==> src/rtl/inst_fetch_unit.sv <==
// Instruction fetch front end: PC, single outstanding imem request, ID handoff.
// Optional handoff counter on fetch_cnt when FETCH_PERF_CNT_EN is defined.
module inst_fetch_unit #(
  parameter int unsigned         IMEM_AW  = 32,
  parameter logic [IMEM_AW-1:0]  RESET_PC = 32'hBFC0_0000
) (
  input  logic               clk,
  input  logic               rst,
  output logic               imem_req,
  output logic [IMEM_AW-1:0] imem_addr,
  input  logic               imem_ack,
  input  logic [31:0]        imem_rdata,
  input  logic               redirect,
  input  logic [IMEM_AW-1:0] redirect_pc,
  output logic               inst_valid,
  output logic [31:0]        inst,
  output logic [IMEM_AW-1:0] inst_pc,
  input  logic               id_ready,
  output logic [31:0]        fetch_cnt
);

  typedef enum logic [1:0] {
    S_FETCH,
    S_WAIT,
    S_HOLD
  } state_t;

  state_t             state, state_n;
  logic [IMEM_AW-1:0] pc, pc_n;
  logic               drop, drop_n;
  logic               valid_n;
  logic [31:0]        inst_n;
  logic [IMEM_AW-1:0] ipc_n;

  assign imem_req  = (state == S_FETCH);
  assign imem_addr = pc;

  always_ff @(posedge clk) begin
    if (rst) begin
      state      <= S_FETCH;
      pc         <= RESET_PC;
      drop       <= 1'b0;
      inst_valid <= 1'b0;
      inst       <= '0;
      inst_pc    <= '0;
    end else begin
      state      <= state_n;
      pc         <= pc_n;
      drop       <= drop_n;
      inst_valid <= valid_n;
      inst       <= inst_n;
      inst_pc    <= ipc_n;
    end
  end

  always_comb begin
    state_n = state;
    pc_n    = pc;
    drop_n  = drop;
    valid_n = inst_valid;
    inst_n  = inst;
    ipc_n   = inst_pc;
    unique case (state)
      S_FETCH: begin
        state_n = S_WAIT;
        if (redirect) drop_n = 1'b1;
      end
      S_WAIT: begin
        if (imem_ack) begin
          drop_n = 1'b0;
          if (drop || redirect) begin
            state_n = S_FETCH;
          end else begin
            inst_n  = imem_rdata;
            ipc_n   = pc;
            valid_n = 1'b1;
            pc_n    = pc + IMEM_AW'(4);
            state_n = S_HOLD;
          end
        end else if (redirect) begin
          drop_n = 1'b1;
        end
      end
      S_HOLD: begin
        if (redirect || id_ready) begin
          valid_n = 1'b0;
          state_n = S_FETCH;
        end
      end
      default: state_n = S_FETCH;
    endcase
    // redirect wins over any sequential pc update or held instruction
    if (redirect) begin
      pc_n    = {redirect_pc[IMEM_AW-1:2], 2'b00};
      valid_n = 1'b0;
    end
  end

`ifdef FETCH_PERF_CNT_EN
  logic        xfer;
  logic [31:0] cnt;

  assign xfer      = inst_valid & id_ready & ~redirect;
  assign fetch_cnt = cnt;

  always_ff @(posedge clk) begin
    if (rst)       cnt <= '0;
    else if (xfer) cnt <= cnt + 32'd1;
  end
`else
  assign fetch_cnt = 32'd0;
`endif

endmodule

==> config.mk <==
export PLATFORM = sky130hd
export DESIGN_NAME = inst_fetch_unit
export DESIGN_NICKNAME = d
export VERILOG_FILES = /design/src/rtl/inst_fetch_unit.sv
export SDC_FILE = /design/constraint.sdc
export NUM_CORES = 1
export LEC_CHECK = 0
export CORE_MARGIN = 10
export CORE_UTILIZATION = 35
export CTS_BUF_LIST = sky130_fd_sc_hd__clkbuf_8 sky130_fd_sc_hd__clkbuf_16
export DETAILED_ROUTE_END_ITERATION = 16
export PLACE_DENSITY_LB_ADDON = 0.05
export SYNTH_ARGS = -nofsm -noshare
export SYNTH_HDL_FRONTEND = slang
export SYNTH_SLANG_ARGS = --single-unit
==> constraint.sdc <==
create_clock -name clk -period 3 [get_ports clk]
set_clock_uncertainty 0.2 [all_clocks]
set_input_delay 0.6 -clock clk [delete_from_list [all_inputs] [get_ports clk]]
set_output_delay 0.6 -clock clk [all_outputs]
set_load 0.005 [all_outputs]
=== Word level (Yosys, flattened, before mapping) ===
Cells that the tools add are included.

* $add $sub $neg: 1
* Equal/unequal tests: 6
* Mux-type cells: 15
* Bitwise gates (word level): 1
* Reductions and logical operators: 12

{| class="wikitable"
|+ Operators by type and width
! kind !! count
|-
| $mux W32 || 4
|-
| $add A32 B3 Y32 const B || 1
|-
| $ne A2 B2 Y1 const B || 4
|-
| $reduce_bool A2 Y1 || 4
|-
| $mux W2 || 3
|-
| $pmux W2 S3 || 1
|-
| $reduce_and A3 Y1 || 2
|-
| $mux W1 || 5
|-
| $pmux W1 S2 || 2
|-
| $reduce_and A4 Y1 || 1
|-
| $eq A2 B1 Y1 const B || 1
|-
| $eq A2 B2 Y1 const B || 1
|-
| $logic_not A2 Y1 || 1
|-
| $logic_or A1 B1 Y1 || 2
|-
| $reduce_and A2 Y1 || 1
|-
| $reduce_or A2 Y1 || 1
|-
| $not A1 Y1 || 1
|}

* Bits in registers: 100
* Output and inout bits: 130
* Word-level logic and storage cells: 42

=== Depth between registers and ports, before layout ===
Gate-level depths: netlist (run 1).

* Depth in word-level cells: 5
* Depth in mapped cells: 6
* Gate-level depth less buffers: 5

=== Least setup slack after synthesis (run 1) ===
Ideal clock, no wire load.

* Path kind: reg-to-reg
* Start point: register pc[9] (netlist: imem_addr[9])
* End point: register pc[23] (netlist: imem_addr[23])
* Library setup time: 122 ps
* Data arrival time: 1906 ps
* Data required time: 2678 ps
* Slack: 772 ps
* Cell stages (with the launch flop): 7
* Clock period less this slack: 2228 ps
* Cell sequence: dfxtp_1 > buf_2 > nand4_1 > or4_1 > buf_2 > or4_1 > o311a_1

* Word-level cells in the longest chain between the ends: 5

{| class="wikitable"
|+ RTL lines
! what !! RTL line !! text
|-
| start: declaration || 29 || <nowiki>logic [IMEM_AW-1:0] pc, pc_n;</nowiki>
|-
| start signal: assignment || 48 || <nowiki>pc <= pc_n;</nowiki>
|-
| $add A32 B3 Y32 || 77 || <nowiki>pc_n = pc + IMEM_AW'(4);</nowiki>
|-
| $mux W32 || 71 || <nowiki>if (drop || redirect) begin</nowiki>
|-
| $mux W32 || 69 || <nowiki>if (imem_ack) begin</nowiki>
|-
| $mux W32 || 63 || <nowiki>unique case (state)</nowiki>
|-
| $mux W32 || 93 || <nowiki>if (redirect) begin</nowiki>
|}

Every way passes these cells. The select of a mux whose other input is x is not followed.
A chain may end at the register's enable or synchronous reset.

=== Worst setup path after layout (run 1) ===
* Start point: register pc[10] (netlist: imem_addr[10])
* End point: register pc[29] (netlist: imem_addr[29])

Same word-level chain as after synthesis.

==> results of run 1 <==
cells in the mapped netlist, types with 5 or more instances:
library cell  instances
nand2_1             145
dfxtp_1              96
a21oi_1              70
buf_4                36
clkbuf_1             31
nor2_1               18
nor3_1               16
nand4_1              13
a211oi_1             10
a311oi_1             10
nor4_1               10
inv_1                 8
nand3_1               8
or3_1                 8
o21ai_0               7
o31ai_1               7
or4_1                 7
and4_1                6
a31oi_1               5
stage by stage:
stage	util	power, mW	worst slack [ps]
5_1_grt	0.527	3.05	286
6_report	0.527	2.92	482
3_3_place_gp	0.504	1.83	275
2_1_floorplan	-	1.60	772
4_1_cts	0.527	2.96	474
3_5_place_dp	0.504	1.83	210
routing by layer:
layer | GRT usage | vias to the layer above | share of wire
li1 | - | 2214 | -
met1 | 0.199 | 2042 | 0.43
met2 | 0.267 | 175 | 0.47
met3 | 0.0667 | 11 | 0.089
met4 | 0.0482 | 0 | 0.0095
met5 | 0 | - | 0
cells by family after synthesis:
family / count (synthesis)
AOI/OAI and AO/OA: 124
xor gates and xnor gates: 6
adders and majority gates: 1
buffers and inverters: 81
DFF: 96
other: 1
and+or+nand+nor: 251
worst register-to-register path, cell delays in order (launching register included):
cell and delay, ps:
dfxtp_1 470, nand4_1 340, or4_1 730, or4_1 540, a31oi_1 160
registers in the layout (all words and copies together), names as in the netlist:
signal / cells
inst: 32
imem_addr: 30
inst_pc: 30
state: 2
drop: 1
inst_valid: 1
worst paths after layout:
check                             startpoint                          to  slack (ps)
hold / removal       inst_pc[2]$_SDFFE_PP0P_     inst_pc[2]$_SDFFE_PP0P_         250
hold reg to reg      inst_pc[2]$_SDFFE_PP0P_     inst_pc[2]$_SDFFE_PP0P_         250
setup reg to reg  imem_addr[10]$_SDFFE_PP0P_  imem_addr[29]$_SDFFE_PP1P_         480
setup / recovery  imem_addr[10]$_SDFFE_PP0P_  imem_addr[29]$_SDFFE_PP1P_         480
layout make-up:
cell class,instances,area [sq um]
clock inverters,3,37.5
flip-flops and latches,96,1920
multi-input cells,418,2170
well taps,168,210
repair buffers,182,1800
clock buffers,10,239
fillers,1190,5750
inverters,8,30.0
power by group:
part           internal (mW)  total (mW)  switching [mW]
sequential              1.33        1.39          0.0613
clock                  0.649        1.11           0.462
combinational          0.233       0.416           0.182
==> qor.txt, run 1 <==
# setup viols final: 0
Root Driver: clkbuf_16
share of the synthesized area in the top cell type: 0.438
layout cells sized above 1: 0.0558
most used cell along the critical path: or4_1
Worst Path Class, Setup: reg2reg
DP HPWL: 11.3 mm
postcts setup bufs: 0
CTS max path bufs: 2
most common cell after layout, fill and taps aside: clkdlybuf4s50_1
largest family of logic cells by synthesized area: simple AND/OR/NAND/NOR gates
Final min period: 2520 ps
max-cap violations: 0
Final #Nets: 785
ANT cells: 0
Compound-Gate Fraction of Synth Area: 0.173
total die area: 17400 sq um
Die W: 132 um
post-synthesis sequential area ratio: 0.438
Fin Setup TNS: 0 ps
placed cells: 872
RSZ-0062 raised after global routing: false
ys flop type: dfxtp_1
Post-DP Area: 6130 sq um
Worst path depth: 4
synth unique cells: 45
vias in the first global route: 4325
worst-margin pin slew: 635 ps
number of enable flip-flop cells after synthesis: 0
final hold vios: 0
H-tree Lvls: 3
pwr dens: 455 nW/um^2
Buffers on Ports: 160
post-synth top area cell: dfxtp_1
num rows: 40
Mapped Area: 4390 sq um
Rel. slew slack: 0.577
reg2reg path depth: 4
Final Cell Area: 6410 sq um
gr usage total: 0.166
proportion of synthesized area in mux cells: 0
Top Family by Delay on Critical Path: simple AND/OR/NAND/NOR gates
drt drc: 0
worst-path cell chain: nand4_1 -> or4_1 -> or4_1 -> a31oi_1
post-cts resize count: 0
Reg clk slew, reported paths: 60 ps
fmax: 397 MHz
worst hold stages: 2
IO Pins: 199
Avg WL per Cell: 17.0 um
nature of the critical path startpoint: register
Worst path slowest cell: or4_1
Max VDD drop: 0.296 mV
CTS buffer count: 9
crit-path max FO: 8
Worst Path Arrival: 2590 ps
CP peak stage delay: 730 ps
crit path buf inv count: 0
largest cells by area after synthesis: dfxtp_1 (44%), nand2_1 (12%), a21oi_1 (8.0%)
area grow syn2layout: 46.0%
Initial Util: 0.361
Detailed Routing Iterations Pass 1: 4
global-route wire length before repair: 23.8 mm
outcome: finished, final reports clean
Ys Warns: 0
post-route ant nets: 0
min-delay worst type: reg2reg
Cells after Synth: 560
Adder-Cell Fraction of Synth Area: 0.00285
final hold slack: 251 ps
xor and xnor area share after synthesis: 0.0120
Tcrit/Tclk final: 0.839
most frequent cells in the layout: clkdlybuf4s50_1 (159), nand2_1 (144), dfxtp_1 (96), a21oi_1 (70), conb_1 (36)
DRT Wirelength: 15.0 mm
Chip Height: 132 um
vias: 4442
CORE AREA: 12200 sq um
endpoint class of the critical path: register
Leak: 2.21 nW
largest net degree at the start of global routing: 65
Worst Path Required: 3070 ps
Seq cells post-synth: 96
ys async rst share: 0
Post-Layout Cell Count: 885
routability cong.: 0.802
Clock Latency Late Sink: 340 ps
initial antenna violation count: 0
Hold Buf Count CTS: 0
DR vias/cell: 5.02
DR iter-0 viols: 320
CTS tree: built
syn avg cell area: 7.84 sq um
Slew Viols, Final: 0
simple-gate portion of the synthesized area: 0.273
Remaining Overflow, GRT: 0
Clock Sinks: 96
(Power assumes the default switching activity.)
==> inputs of run 2 (changes only) <==
==> constraint.sdc (replaced) <==
create_clock -name clk -period 2.1 [get_ports clk]
set_clock_uncertainty 0.2 [all_clocks]
set_input_delay 0.42 -clock clk [delete_from_list [all_inputs] [get_ports clk]]
set_output_delay 0.42 -clock clk [all_outputs]
set_load 0.005 [all_outputs]
==> run 2 against run 1 <==
  * Power grew 49%
  * Design area up 7.0%
  * Via count rose by 3.3%
  * Non-clock buffer count grew 46
  * First-iteration DRC count up 11%
  * Flip-flop and latch count unchanged
  * Final cell count grew 5.5%
  * Register-to-register slack got worse by 430 ps
  * Sequential share of layout area fell by 1.7 points
  * Critical path type unchanged
==> qor.txt, run 2 (synthesized netlist as in run 1, its figures left out) <==
min-delay worst type: in2reg
Worst path slowest cell: or4_4
Tot Pwr: 4.34 mW (+49%)
Avg WL per Cell: 16.6 um (-2.2%)
Detailed Routing Iterations Pass 1: 5 (+1)
routability cong.: 0.853 (+6.3%)
Die W: 132 um (unchanged)
drt drc: 0 (unchanged)
Cell Int Power: 3.27 mW (+48%)
CTS buffer count: 9 (unchanged)
largest net degree at the start of global routing: 53 (-18%)
# setup viols final: 0 (unchanged)
Comb power frac: 0.159 (+0.016)
CORE AREA: 12200 sq um (unchanged)
Remaining Overflow, GRT: 0 (unchanged)
DR iter-0 viols: 355 (+11%)
final hold vios: 0 (unchanged)
H-tree Lvls: 3 (unchanged)
Leak: 2.47 nW (+12%)
Buffers on Ports: 160 (unchanged)
Worst Path Class, Setup: reg2reg
crit path buf inv count: 0 (unchanged)
Final #Nets: 831 (+5.9%)
Max VDD drop: 0.482 mV (+63%)
DRT Wirelength: 15.5 mm (+3.2%)
pwr dens: 633 nW/um^2 (+39%)
area grow syn2layout: 56.2%
most frequent cells in the layout: clkdlybuf4s50_1 (157), nand2_1 (144), dfxtp_1 (85), a21oi_1 (70), buf_4 (64)
worst-path cell chain: nand4_1 -> or4_4 -> or4_1 -> o311a_1
global-route wire length before repair: 24.4 mm (+2.8%)
DP HPWL: 11.9 mm (+5.8%)
Worst Path Required: 2130 ps (-940 ps)
DR vias/cell: 4.91 (-2.2%)
Final Cell Area: 6860 sq um (+7.0%)
Hold Buf Count CTS: 0 (unchanged)
Worst Slack Setup Final: 51.7 ps (-430 ps)
CTS tree: built
Root Driver: clkbuf_16
RR Startpoint: imem_addr[13]$_SDFFE_PP0P_
Flop pwr share: 0.452 (-0.024)
Sw Ratio: 0.247 (+0.00512)
CP peak stage delay: 590 ps (-140 ps)
Clock Sinks: 96 (unchanged)
vias: 4587 (+3.3%)
Chip Height: 132 um (unchanged)
Clock Latency Late Sink: 350 ps (about the same)
RSZ-0062 raised after global routing: false
Biggest register: inst
Worst Setup SP: imem_addr[13]$_SDFFE_PP0P_
Post-DP Area: 6510 sq um (+6.2%)
most common cell after layout, fill and taps aside: clkdlybuf4s50_1
crit-path max FO: 4 (-4)
final hold slack: 162 ps (-89.1 ps)
pre-CTS setup slack: -449 ps (-660 ps)
Clock power frac: 0.389 (+0.008)
CTS max path bufs: 2 (unchanged)
ANT cells: 0 (unchanged)
Final min period: 2050 ps (-470 ps)
Tcrit/Tclk final: 0.975 (+0.136)
gr usage total: 0.170 (+0.00406)
outcome: finished, final reports clean
vias in the first global route: 4532 (+4.8%)
total die area: 17400 sq um (unchanged)
sw power: 1.07 mW (+52%)
endpoint class of the critical path: register
worst hold path startpoint: imem_ack
post-route ant nets: 0 (unchanged)
num rows: 40 (unchanged)
initial antenna violation count: 0 (unchanged)
Fin Setup TNS: 0 ps (unchanged)
max-cap violations: 0 (unchanged)
Reg clk slew, reported paths: 70 ps (about the same)
Slew Viols, Final: 0 (unchanged)
Initial Util: 0.361 (unchanged)
IO Pins: 199 (unchanged)
fmax: 488 MHz (+23%)
max reg flops: 32 (unchanged)
Worst Path Arrival: 2080 ps (-510 ps)
layout cells sized above 1: 0.137 (+0.0813)
Top Family by Delay on Critical Path: simple AND/OR/NAND/NOR gates
nature of the critical path startpoint: register
## run 2: area by class of cell
type,count,area [sq um]
Timing Repair Buffer,228,2180
Multi-Input combinational cell,418,2190
Tap cell,168,210
Clock inverter,5,55.1
Inverter,8,30.0
Fill cell,1169,5300
Clock buffer,11,253
Sequential cell,96,1940
## run 2: per-stage QoR
stage | util | cells
after floorplan | - | 595
after global routing | 0.564 | 934
after global placement | 0.536 | 917
after detailed placement | 0.536 | 917
after CTS | 0.562 | 934
final | 0.564 | 934
## run 2: path summary, 6_finish.rpt
path | to | cells after the start | slack [ps]
worst min register to register | inst[5]$_SDFFE_PP0P_ | 2 | 250
worst max register to register | imem_addr[23]$_SDFFE_PP1P_ | 4 | 50
worst max-delay path | imem_addr[23]$_SDFFE_PP1P_ | 4 | 50
worst min-delay path | state[0]$_SDFFE_PP0P_ | 2 | 160
## run 2: per-layer routing
layer | track usage | vias to the layer above | part of all wire
met5 | 0 | - | 0
met4 | 0.0414 | 0 | 0.0084
met3 | 0.0682 | 8 | 0.082
met2 | 0.274 | 151 | 0.47
met1 | 0.206 | 2133 | 0.44
li1 | - | 2295 | -
## run 2: power groups by stage
stage | clock network [mW] | registers [mW] | logic, mW
after global routing | 1.79 | 1.97 | 0.756
after detailed placement | 0 | 2.00 | 0.688
final | 1.69 | 1.96 | 0.691
after global placement | 0 | 2.00 | 0.682
after floorplan | 0 | 2.02 | 0.277
after CTS | 1.74 | 1.96 | 0.692
## run 2: worst register-to-register path, delay by kind of cell, from the launching register on
kind            cells  cell delay [ps]
compound gates      1              130
simple gates        3             1250
flops               1              350
## run 2: repair_timing
item | in CTS | in global routing
setup buffers | 1 | 0
pin swaps | 2 | 4
resized for setup | 1 | 10
setup endpoints to repair | 3 | 17
cloned | 0 | 0
endpoints found under the hold margin | 0 | 0
